--- config.mk ---
export PLATFORM = sky130hd
export DESIGN_NAME = ram64
export DESIGN_NICKNAME = d
export VERILOG_FILES = /design/src/rtl/hack_pkg.sv /design/src/rtl/ram8.sv /design/src/rtl/ram64.sv
export SDC_FILE = /design/constraint.sdc
export NUM_CORES = 2
export LEC_CHECK = 0
export CAP_MARGIN = 20
export CORE_MARGIN = 5
export CORE_UTILIZATION = 35
export DETAILED_ROUTE_END_ITERATION = 12
export PLACE_DENSITY_LB_ADDON = 0.25
export SYNTH_ARGS = -nofsm -noshare
export SYNTH_HDL_FRONTEND = slang
export SYNTH_SLANG_ARGS = --single-unit
--- constraint.sdc ---
create_clock -name clk -period 3.41 [get_ports clk]
set_clock_uncertainty 0.05 [all_clocks]
set_input_delay 0.682 -clock clk [delete_from_list [all_inputs] [get_ports clk]]
set_output_delay 0.682 -clock clk [all_outputs]
set_load 0.02 [all_outputs]
--- src/rtl/hack_pkg.sv ---
// Shared types, widths and the 8-way load decode used by the memory blocks.
package hack_pkg;

    localparam int WORD_W       = 16;
    localparam int RAM8_ADDR_W  = 3;
    localparam int RAM64_ADDR_W = 6;

    typedef logic [WORD_W-1:0] word_t;

    // One-hot load decode: sel 000 drives bit 7, sel 111 drives bit 0.
    // All outputs stay low when the input is low.
    function automatic logic [7:0] dmux8way(input logic in, input logic [2:0] sel);
        logic [7:0] out;
        out = 8'h00;
        if (in) begin
            out = 8'h80 >> sel;
        end
        return out;
    endfunction

endpackage

--- src/rtl/ram8.sv ---
// Eight-word register bank with a one-hot load decode and a combinational read select.
module ram8
    import hack_pkg::*;
#(
    parameter int WIDTH = WORD_W
) (
    input  logic                   clk,
    input  logic                   rst_n,
    input  logic [WIDTH-1:0]       i,
    input  logic                   load,
    input  logic [RAM8_ADDR_W-1:0] address,
    output logic [WIDTH-1:0]       o
);

    logic [7:0]       word_load;
    logic [WIDTH-1:0] word_q [8];

    // Only the addressed word sees a load; the others hold.
    assign word_load = dmux8way(load, address);

    genvar gi;
    generate
        for (gi = 0; gi < 8; gi++) begin : g_word
            logic [WIDTH-1:0] word_reg;

            // Word register: cleared by reset, loaded when its decode bit is set.
            always_ff @(posedge clk or negedge rst_n) begin
                if (!rst_n) begin
                    word_reg <= '0;
                end else if (word_load[7-gi]) begin
                    word_reg <= i;
                end
            end

            assign word_q[gi] = word_reg;
        end
    endgenerate

    // Read select is purely combinational: no bypass of i, no output register.
    assign o = word_q[address];

endmodule

--- src/rtl/ram64.sv ---
// 64-word RAM built from eight ram8 banks; address[5:3] picks the bank.
module ram64
    import hack_pkg::*;
#(
    parameter int WIDTH = WORD_W
) (
    input  logic                    clk,
    input  logic                    rst_n,
    input  logic [WIDTH-1:0]        i,
    input  logic                    load,
    input  logic [RAM64_ADDR_W-1:0] address,
    output logic [WIDTH-1:0]        o
);

    logic [2:0]       bank_sel;
    logic [2:0]       word_sel;
    logic [7:0]       bank_load;
    logic [WIDTH-1:0] bank_o [8];

    assign bank_sel = address[5:3];
    assign word_sel = address[2:0];

    // At most one bank load is high, and none when load is low.
    assign bank_load = dmux8way(load, bank_sel);

    genvar gi;
    generate
        for (gi = 0; gi < 8; gi++) begin : g_bank
            ram8 #(
                .WIDTH(WIDTH)
            ) u_ram8 (
                .clk    (clk),
                .rst_n  (rst_n),
                .i      (i),
                .load   (bank_load[7-gi]),
                .address(word_sel),
                .o      (bank_o[gi])
            );
        end
    endgenerate

    // Bank read select follows the address with no clock involvement.
    assign o = bank_o[bank_sel];

endmodule

==> impl_results.md <==
- Status: finished, violations left
- Failing checks: negative setup slack
- Clock Latency Late Sink: between 0.7 and 0.8 ns
- Worst Path Arrival: 2.72 ns
- GR Layer Usage met3: between 3 and 4%
- Synthesized flop and latch total: 1024
- Post-synth ARST share: between 90% and 100%
- Area delta synth->final: 22.54%
- Final std cells w/o fill: 5223
- DR vias: 28070
- RSZ-0062 raised after global routing: true
- Storage cell area: roughly 26000 sq um
- Slew HR: about 41%
- CP required: about 2.7 ns
- Rows: approximately 130
- Residual DRC: 0
- Synth area leaders: dfrtp_1 54%, mux2_2 24%, mux4_2 8.9%
- Reg-to-Reg Start: g_bank[1].u_ram8.g_word[2].word_reg[7]$_DFFE_PN0P_
- WHS: 0.4411 ns
- Initial antenna violation count: 2
- Die H: 377.5 microns
- Synth warn: 0
- Tcrit/Tclk final: 101.3%
- CTS tree: built
- Final Hold Vio Count: 0
- Hold path startpoint: i[12]
- Total design power: 31830 uW
- Post-Synthesis Cells: 3066
- TritonCTS buffer count: 112
- Routed wire length: about 140 mm
- Core area: 133800 sq um
- Htree depth: 3
- Initial drt markers: about 1700
- Max cap viols: 0
- R2R cell count: 2
- Largest register FFs: ~1000
- Placed cells: 4948
- Most Used Layer, Global Route: met2
- Vias in the first global route: 31330
- GRT Resource Usage Total: slightly below 20%
- Die area: around 140000 sq um
- Final worst slack: -0.04282 ns
- HP Class: in -> reg
- Routed vias/inst: approximately 5.4
- Syn Std Cell Area: about 47000 sq um
- R2R Setup Slk: around 2.5 ns
- Worst Setup End Kind: output pin
- Routed len/inst: roughly 27 microns
- Fin area: around 58000 sq um
- GR Util met1: approximately a quarter
- Met2 Use GR: approximately a third
- P_leak: approximately 0.027 uW
- Worst R2R End: g_bank[1].u_ram8.g_word[2].word_reg[7]$_DFFE_PN0P_
- Fmax: 289.6 MHz
- Footprint of the multi-input gates: a little over 20000 sq um
- Measured slew at the worst slew-check pin: about 0.88 ns
- Power per cell area: 549.6 nW/um^2
- VDD IR max: ~0.00041 V
- Initial Utilization: about a third
- Clk slew on worst S/H paths: 0.06 ns
- I/O pins: roughly 40
- Fin. max-slew vios: 0
- Crit path max fanout: 6
- Layout Nets: about 3400
- CTS root buf: clkbuf_16
- Fraction of layout cells with a size suffix above 1: about three fifths
- Critical path startpoint: address[0]
- DIE WIDTH: about 380 microns
- Clock Path Buffers: 3
- Total congestion overflow: 0
- Final setup vio count: 6
- Fill cell count: about 12000
- Gpl congestion: 0.8549
- Hold Path Sink: g_bank[6].u_ram8.g_word[1].word_reg[12]$_DFFE_PN0P_
- Synthesized area per cell: 15.42 sq um
- # clock sinks: between 1000 and 1500
- Final Critical Period: between 3 and 4 ns
- Worst Setup Start Kind: input port
- Post-synth cell types: 46
- Cell taking the most area after synthesis: dfrtp_1
- Post-route antenna net violation count: 0
- Post-synth EDFFs: 0
- Global-route wire length before repair: roughly 210 mm
- Synthesized net count: 3091
- Worst hold path cell count: 2
- Seq/Total Area, Yosys: between 50 and 60%
- Drt pass-1 iters: 7
- Critical path class: in -> out
- Commonest register cell after synthesis: dfrtp_1
- Post-synth top area share: 54.21%
- DP HPWL: between 90 and 100 mm
- Largest net degree at the start of global routing: 120
- IO Port Bufs: 40
- Dpl cell area: ~52000 sq um
## repair_timing
item,CTS,global route
gates cloned,7,3
hold buffers,1,0
buffers inserted,44,24
endpoints found under the hold margin,43,0
resized for setup,154,71
pin swaps,20,21
endpoints found under the setup margin,16,15
## layer usage
metal,up-vias,share of wire (%)
met3,207,3.5
met2,483,49
li1,11980,-
met1,15390,44
met4,4,3.0
met5,-,0.019
## worst max path at each step
stage	to	slack, ns	cells past startpoint
4_1_cts	o[7]	-0.15	8
3_3_place_gp	o[7]	-0.55	12
5_1_grt	o[12]	-0.08	12
6_report	o[3]	-0.04	12
2_1_floorplan	o[11]	0.45	9
3_5_place_dp	o[9]	-0.57	10
## metrics by stage
stage                     util (%)  setup TNS [ns]  setup WS (ns)
after CTS                    42.84         -0.8684        -0.1519
after floorplan                  -               0         0.4495
after global placement       39.09          -6.324        -0.5480
after global routing         43.29         -0.5352       -0.07888
after detailed placement     39.11          -6.871        -0.5657
final                        43.29         -0.1320       -0.04282
## power by group
| group | internal, uW | switching, uW |
|---|---|---|
| clock network | 7230 | 5050 |
| registers | 13800 | 802 |
| logic | 2750 | 2240 |
## cell type report
cell class              count  share of cell area (%)
clock buffers             160                   5.621
repair buffers            471                   9.563
flip-flops and latches   1024                   44.24
clock inverters            43                  0.8425
inverters                   1                0.006481
multi-input cells        1754                   35.90
diodes                      2                0.008641
well taps                1768                   3.819
## synth_stat cells (all sizes together) (2+ instances only)
cell,count
dfrtp,1024
a21oi,19
a31o,6
a221oi,3
and2b,2
nand2,47
mux4,186
o21ai,5
o211ai,5
clkbuf,119
o221ai,6
nand2b,6
nor3,10
nor2,54
and3,4
a31oi,20
mux2i,224
o22ai,20
buf,168
nand3,19
mux2,1025
a22oi,62
nor4,3
nor2b,4
o22a,16
and2,2
## worst max-delay path: stages
cell	delay, ns
buf_16	0.13
buf_12	0.15
buf_12	0.13
buf_12	0.12
buf_12	0.13
buf_4	0.13
mux4_2	0.46
mux2i_4	0.22
o22ai_4	0.12
nor2_4	0.17
a21oi_4	0.09
buf_6	0.15
## logic make-up (layout without fill, tap and decap cells)
kind of cell,Yosys count,in the layout,synth area share (%)
buffers and inverters,288,675,3.200
muxes,1435,1435,38.03
DFF,1024,1024,54.21
other,0,2,0
and+or+nand+nor,154,154,2.086
AOI/OAI and AO/OA,165,165,2.475
## cells in the final DEF (no fill, tap or decap), drive strengths merged, types with 8 or more instances in the layout
cell / synthesis / final
clkinv: 0 / 27
mux2: 1025 / 1025
a21oi: 19 / 19
o22ai: 20 / 20
mux4: 186 / 186
nand2: 47 / 47
nand3: 19 / 19
mux2i: 224 / 224
a22oi: 62 / 62
a31oi: 20 / 20
nor3: 10 / 10
clkbuf: 119 / 163
buf: 168 / 461
dfrtp: 1024 / 1024
nor2: 54 / 54
o22a: 16 / 16
bufinv: 0 / 8
Note: power is estimated with default switching activity, not from simulation.
